$ cat config.mk
export PLATFORM = sky130hd
export DESIGN_NAME = keypad_scan_ctrl
export DESIGN_NICKNAME = d
export VERILOG_FILES = /design/src/rtl/keypad_pkg.sv /design/src/rtl/scan_tick_gen.sv /design/src/rtl/keypad_scan_ctrl.sv
export SDC_FILE = /design/constraint.sdc
export NUM_CORES = 1
export LEC_CHECK = 0
export BUFFER_PORTS_ARGS = -buffer_cell sky130_fd_sc_hd__buf_2
export CORE_MARGIN = 5
export CORE_UTILIZATION = 50
export CTS_CLUSTER_DIAMETER = 50
export DETAILED_ROUTE_END_ITERATION = 8
export HOLD_SLACK_MARGIN = 0.02
export PLACE_DENSITY = 0.7
export SLEW_MARGIN = 20
export SYNTH_ARGS = -nofsm -noshare
export SYNTH_HDL_FRONTEND = slang
export SYNTH_HIERARCHICAL = 1
export SYNTH_SLANG_ARGS = --single-unit
export TNS_END_PERCENT = 100
$ cat constraint.sdc
create_clock -name clk -period 7.4 [get_ports clk]
set_clock_uncertainty 0.05 [all_clocks]
set_input_delay 1.85 -clock clk [delete_from_list [all_inputs] [get_ports clk]]
set_output_delay 1.85 -clock clk [all_outputs]
set_load 0.05 [all_outputs]
$ cat src/rtl/keypad_pkg.sv
// keypad_pkg: shared keypad geometry, scan FSM states and key-index helper.
package keypad_pkg;
  localparam int N_ROWS = 4;
  localparam int N_COLS = 4;
  localparam int N_KEYS = 16;
  typedef enum logic [1:0] {SCAN, DEBOUNCE, HELD, RELEASE} kp_state_t;
  function automatic logic [N_KEYS-1:0] key_onehot(input logic [1:0] row, input logic [1:0] col);
    return N_KEYS'(1) << {row, col};
  endfunction
endpackage

$ cat src/rtl/scan_tick_gen.sv
// scan_tick_gen: free-running divider emitting a one-cycle tick every SCAN_DIV clocks.
module scan_tick_gen #(
  parameter int SCAN_DIV = 50000
) (
  input  logic clk,
  input  logic rst,
  output logic tick
);
  localparam int W = $clog2(SCAN_DIV);
  logic [W-1:0] cnt_q, cnt_d;
  assign tick  = cnt_q == W'(SCAN_DIV - 1);
  assign cnt_d = tick ? '0 : cnt_q + W'(1);
  always_ff @(posedge clk or posedge rst) begin
    if (rst) cnt_q <= '0;
    else     cnt_q <= cnt_d;
  end
endmodule

$ cat src/rtl/keypad_scan_ctrl.sv
// keypad_scan_ctrl: 4x4 keypad column scanner with press/release debounce and held one-hot key output.
module keypad_scan_ctrl
  import keypad_pkg::*;
#(
  parameter int SCAN_DIV       = 50000,
  parameter int DEBOUNCE_TICKS = 4
) (
  input  logic              clk,
  input  logic              rst,
  input  logic [N_ROWS-1:0] row_in,
  output logic [N_COLS-1:0] col_out,
  output logic [N_KEYS-1:0] onehot,
  output logic              key_valid,
  output logic              key_held
);
  localparam int DW = $clog2(DEBOUNCE_TICKS + 1);
  localparam logic [DW-1:0] DEB_MAX = DW'(DEBOUNCE_TICKS);
  kp_state_t state_q, state_d;
  logic [N_ROWS-1:0] sync_q, rows_s_q, low;
  logic [1:0] col_q, col_d, cand_row_q, cand_row_d, low_row;
  logic [DW-1:0] deb_cnt_q, deb_cnt_d, deb_inc;
  logic [N_KEYS-1:0] onehot_q, onehot_d;
  logic key_valid_q, key_valid_d, key_held_q, key_held_d;
  logic tick, one_low, cand_up, accept, released;

  scan_tick_gen #(.SCAN_DIV(SCAN_DIV)) u_tick (
    .clk  (clk),
    .rst  (rst),
    .tick (tick)
  );

  assign low     = ~rows_s_q;
  assign one_low = (low != '0) && ((low & (low - N_ROWS'(1))) == '0);
  assign low_row = low[3] ? 2'd3 : low[2] ? 2'd2 : low[1] ? 2'd1 : 2'd0;
  assign cand_up = rows_s_q[cand_row_q];
  assign deb_inc = deb_cnt_q + DW'(1);

  // accept/released are decided per state, then applied uniformly below
  always_comb begin
    state_d     = state_q;
    col_d       = col_q;
    cand_row_d  = cand_row_q;
    deb_cnt_d   = deb_cnt_q;
    onehot_d    = onehot_q;
    key_valid_d = 1'b0;
    key_held_d  = key_held_q;
    accept      = 1'b0;
    released    = 1'b0;
    if (tick) begin
      case (state_q)
        SCAN:
          if (one_low) begin
            cand_row_d = low_row;
            deb_cnt_d  = DW'(1);
            state_d    = DEBOUNCE;
            accept     = DEB_MAX == DW'(1);
          end else col_d = col_q + 2'd1;
        DEBOUNCE:
          if (one_low && low_row == cand_row_q) begin
            deb_cnt_d = deb_inc;
            accept    = deb_inc == DEB_MAX;
          end else begin
            deb_cnt_d = '0;
            col_d     = col_q + 2'd1;
            state_d   = SCAN;
          end
        HELD:
          if (cand_up) begin
            deb_cnt_d = DW'(1);
            state_d   = RELEASE;
            released  = DEB_MAX == DW'(1);
          end
        RELEASE:
          if (cand_up) begin
            deb_cnt_d = deb_inc;
            released  = deb_inc == DEB_MAX;
          end else begin
            deb_cnt_d = '0;
            state_d   = HELD;
          end
        default: state_d = SCAN;
      endcase
    end
    if (accept) begin
      onehot_d    = key_onehot(low_row, col_q);
      key_valid_d = 1'b1;
      key_held_d  = 1'b1;
      deb_cnt_d   = '0;
      state_d     = HELD;
    end
    if (released) begin
      key_held_d = 1'b0;
      col_d      = col_q + 2'd1;
      deb_cnt_d  = '0;
      state_d    = SCAN;
    end
  end

  always_ff @(posedge clk or posedge rst) begin
    if (rst) begin
      sync_q      <= '1;
      rows_s_q    <= '1;
      state_q     <= SCAN;
      col_q       <= '0;
      cand_row_q  <= '0;
      deb_cnt_q   <= '0;
      onehot_q    <= '0;
      key_valid_q <= 1'b0;
      key_held_q  <= 1'b0;
    end else begin
      sync_q      <= row_in;
      rows_s_q    <= sync_q;
      state_q     <= state_d;
      col_q       <= col_d;
      cand_row_q  <= cand_row_d;
      deb_cnt_q   <= deb_cnt_d;
      onehot_q    <= onehot_d;
      key_valid_q <= key_valid_d;
      key_held_q  <= key_held_d;
    end
  end

  assign col_out   = ~(N_COLS'(1) << col_q);
  assign onehot    = onehot_q;
  assign key_valid = key_valid_q;
  assign key_held  = key_held_q;
endmodule
==> metrics.txt <==
power density over the cells=178 nW/um^2; Detail Route Antenna Nets=0; Placed Area=2680 sq um; Leak=1.33 nW; register area share after synthesis=52.0%; global route overflow=0; Crit Reg-Reg Startpoint=u_tick/cnt_q[4]; Worst-path clk slew=around 90 ps; die area=6450 sq um; worst rel slew slack=49.1%; Final Max Slew Viols=0; adder-cell share of the synthesized area=3.54%; Primary FF master, synth=dfrtp_1; vias in the first global route=1,742; pre-CTS setup slack=roughly 4300 ps; Setup TNS=0 ps; H-Tree Depth=2; clk_lat worst skew=~300 ps; RSZ-0062 raised after global routing=false; share of the synthesized area in the top cell type=between 40% and 50%; IO Pins=28; final wirelength=~4500 um; post-layout util=58.9%; Crit path arrival time=1430 ps; critical path fanouts, max=5; Rows=25; Syn Inst Count=224; HPWL Detailed=~3300 um; Vias=1,681; area of the mapped netlist=approximately 2500 sq um; cts hold-fix bufs=0; Max Clk Rate=0.300 GHz; TritonRoute pass-1 iters=4; Peak supply drop=103 uV; # setup viols final=0; TritonCTS clock tree=done; Die Wd=80.3 um; top cells by area, synth=dfrtp_1, dfstp_2, mux2i_1; clk buf depth=2; Reg2Reg Setup Slack=4330 ps; Die Ht=about 80 um; top-count cell post-synth=dfrtp_1; pin count of the biggest net entering global routing=36; number of remaining DRC errors=0; wire length per cell=13.8 um; Placer Congestion=0.789; Worst Path Required=5500 ps; Synth Area in Simple Gates=17.0%; post-CTS sizing=0; register area=1290 sq um; vias per cell=around 5.2; fin nets=269; Iter 0 DRT Violations=75; CTS Buf Count=5; Worst Hold Launch=sync_q[0]; GRT Resource Usage Total=around 16%; reg2reg end=onehot[11]; Starting Density=52.0%; post-synthesis xor/xnor area fraction=5.67%; Worst-Margin Slew=between 700 and 800 ps; number of synthesis warnings=6; mux share of post-synthesis cell area=under 10%; outcome=finished, final reports clean; FILL cells=425; cell taking the most area after synthesis=dfrtp_1; largest family of logic cells by synthesized area=simple AND/OR/NAND/NOR gates; Worst Setup Start Kind=flip-flop; CP endpoint kind=output pin; Hold Fails Final Rpt=0; root buf cell=clkbuf_8; Final Cell Area=roughly 2800 sq um; total power=0.499 mW; TritonCTS sink count=51; multi-input logic area=around 1100 sq um; fin worst setup slack=4070 ps; Final period util=45.0%; most frequent cells after synthesis=dfrtp_1, nand2_1, inv_1; Hold Path Depth=0; worst hold path class=flip-flop to flip-flop; Yosys reg bits=51; Placeable Area=~4800 sq um; post-synthesis compound-gate area fraction=under 10%; share of cells above drive strength 1=21.8%; initial antenna violation count=0; syn_area_per_cell=~11 sq um; Hold EP=rows_s_q[0]; first-pass GRT wire length=7880 um; syn nets=~240; share of flip-flops with an asynchronous set or reset=100%; diode count=0; IO buf count=27; # Max-Cap Violations=0; post-CTS setup buffer count=0; distinct cell type count of the synthesized netlist=48; crit path kind=flip-flop to output pin; area grow syn2layout=13.2%; fin crit period=3330 ps; EDFF count, synth=0; FF-to-FF path depth=6
==> critical path: stages (launching register included) <==
cell	delay, ps
dfrtp_1	420
inv_1	90
ha_1	280
inv_1	70
buf_2	250
==> sequential cells by signal, indices dropped and copies added (netlist names) <==
signal,count
cand_row_q,2
col_q,2
deb_cnt_q,3
key_held,1
key_valid,1
onehot,16
rows_s_q,4
state_q,2
sync_q,4
u_tick/cnt_q,16
==> per-stage QoR <==
step	instances	hold slack, ps
2_1_floorplan	224	295
3_3_place_gp	316	296
3_5_place_dp	316	298
4_1_cts	324	312
5_1_grt	324	319
6_report	324	311
==> kinds of logic (layout without fill, tap and decap cells) <==
| group | count (synthesis) | in the layout |
|---|---|---|
| and+or+nand+nor | 76 | 76 |
| DFF | 51 | 51 |
| buffers and inverters | 29 | 62 |
| AOI/OAI and AO/OA | 28 | 28 |
| muxes | 17 | 17 |
| xor gates and xnor gates | 16 | 16 |
| adders and majority gates | 7 | 7 |
==> power breakdown <==
part | total, mW | internal, mW | switching (mW)
registers | 0.285 | 0.283 | 0.00232
clock network | 0.201 | 0.111 | 0.0896
logic | 0.0133 | 0.00369 | 0.00961
total | 0.499 | 0.397 | 0.102
==> placed cells by master (no fill, tap or decap), types with 4 or more instances in the layout <==
master,instances
dfrtp_1,43
nand3_1,4
ha_1,7
clkbuf_8,6
a21boi_0,6
xnor2_1,7
nand2_1,26
nor2_1,12
dfstp_2,8
xor2_1,9
inv_1,25
mux2i_1,13
buf_2,27
nand4_1,6
==> metal layers <==
layer	routed length [um]	track usage, %	up-vias
met5	0	0	-
met4	64	5.07	0
met3	192	4.04	5
met2	2260	27.8	34
met1	1950	18.6	811
li1	-	-	831
==> final cells by class <==
type,instances,share of cell area [%]
flip-flops and latches,51,46.0
multi-input cells,144,38.0
repair buffers,29,5.36
inverters,25,3.35
well taps,67,3.00
clock buffers,6,2.95
clock inverters,2,1.39
==> how the worst max path moves through the flow <==
stage / start / endpoint / slack (ps) / cells past startpoint
2_1_floorplan: col_q[0] / col_out[2] / 4500 / 3
3_3_place_gp: u_tick/cnt_q[4] / onehot[5] / 4400 / 6
3_5_place_dp: u_tick/cnt_q[4] / onehot[7] / 4340 / 6
4_1_cts: col_q[0] / col_out[0] / 4070 / 4
5_1_grt: col_q[0] / col_out[0] / 4000 / 4
6_report: col_q[0] / col_out[0] / 4070 / 4
No activity file was read; power rests on OpenSTA's default activity.
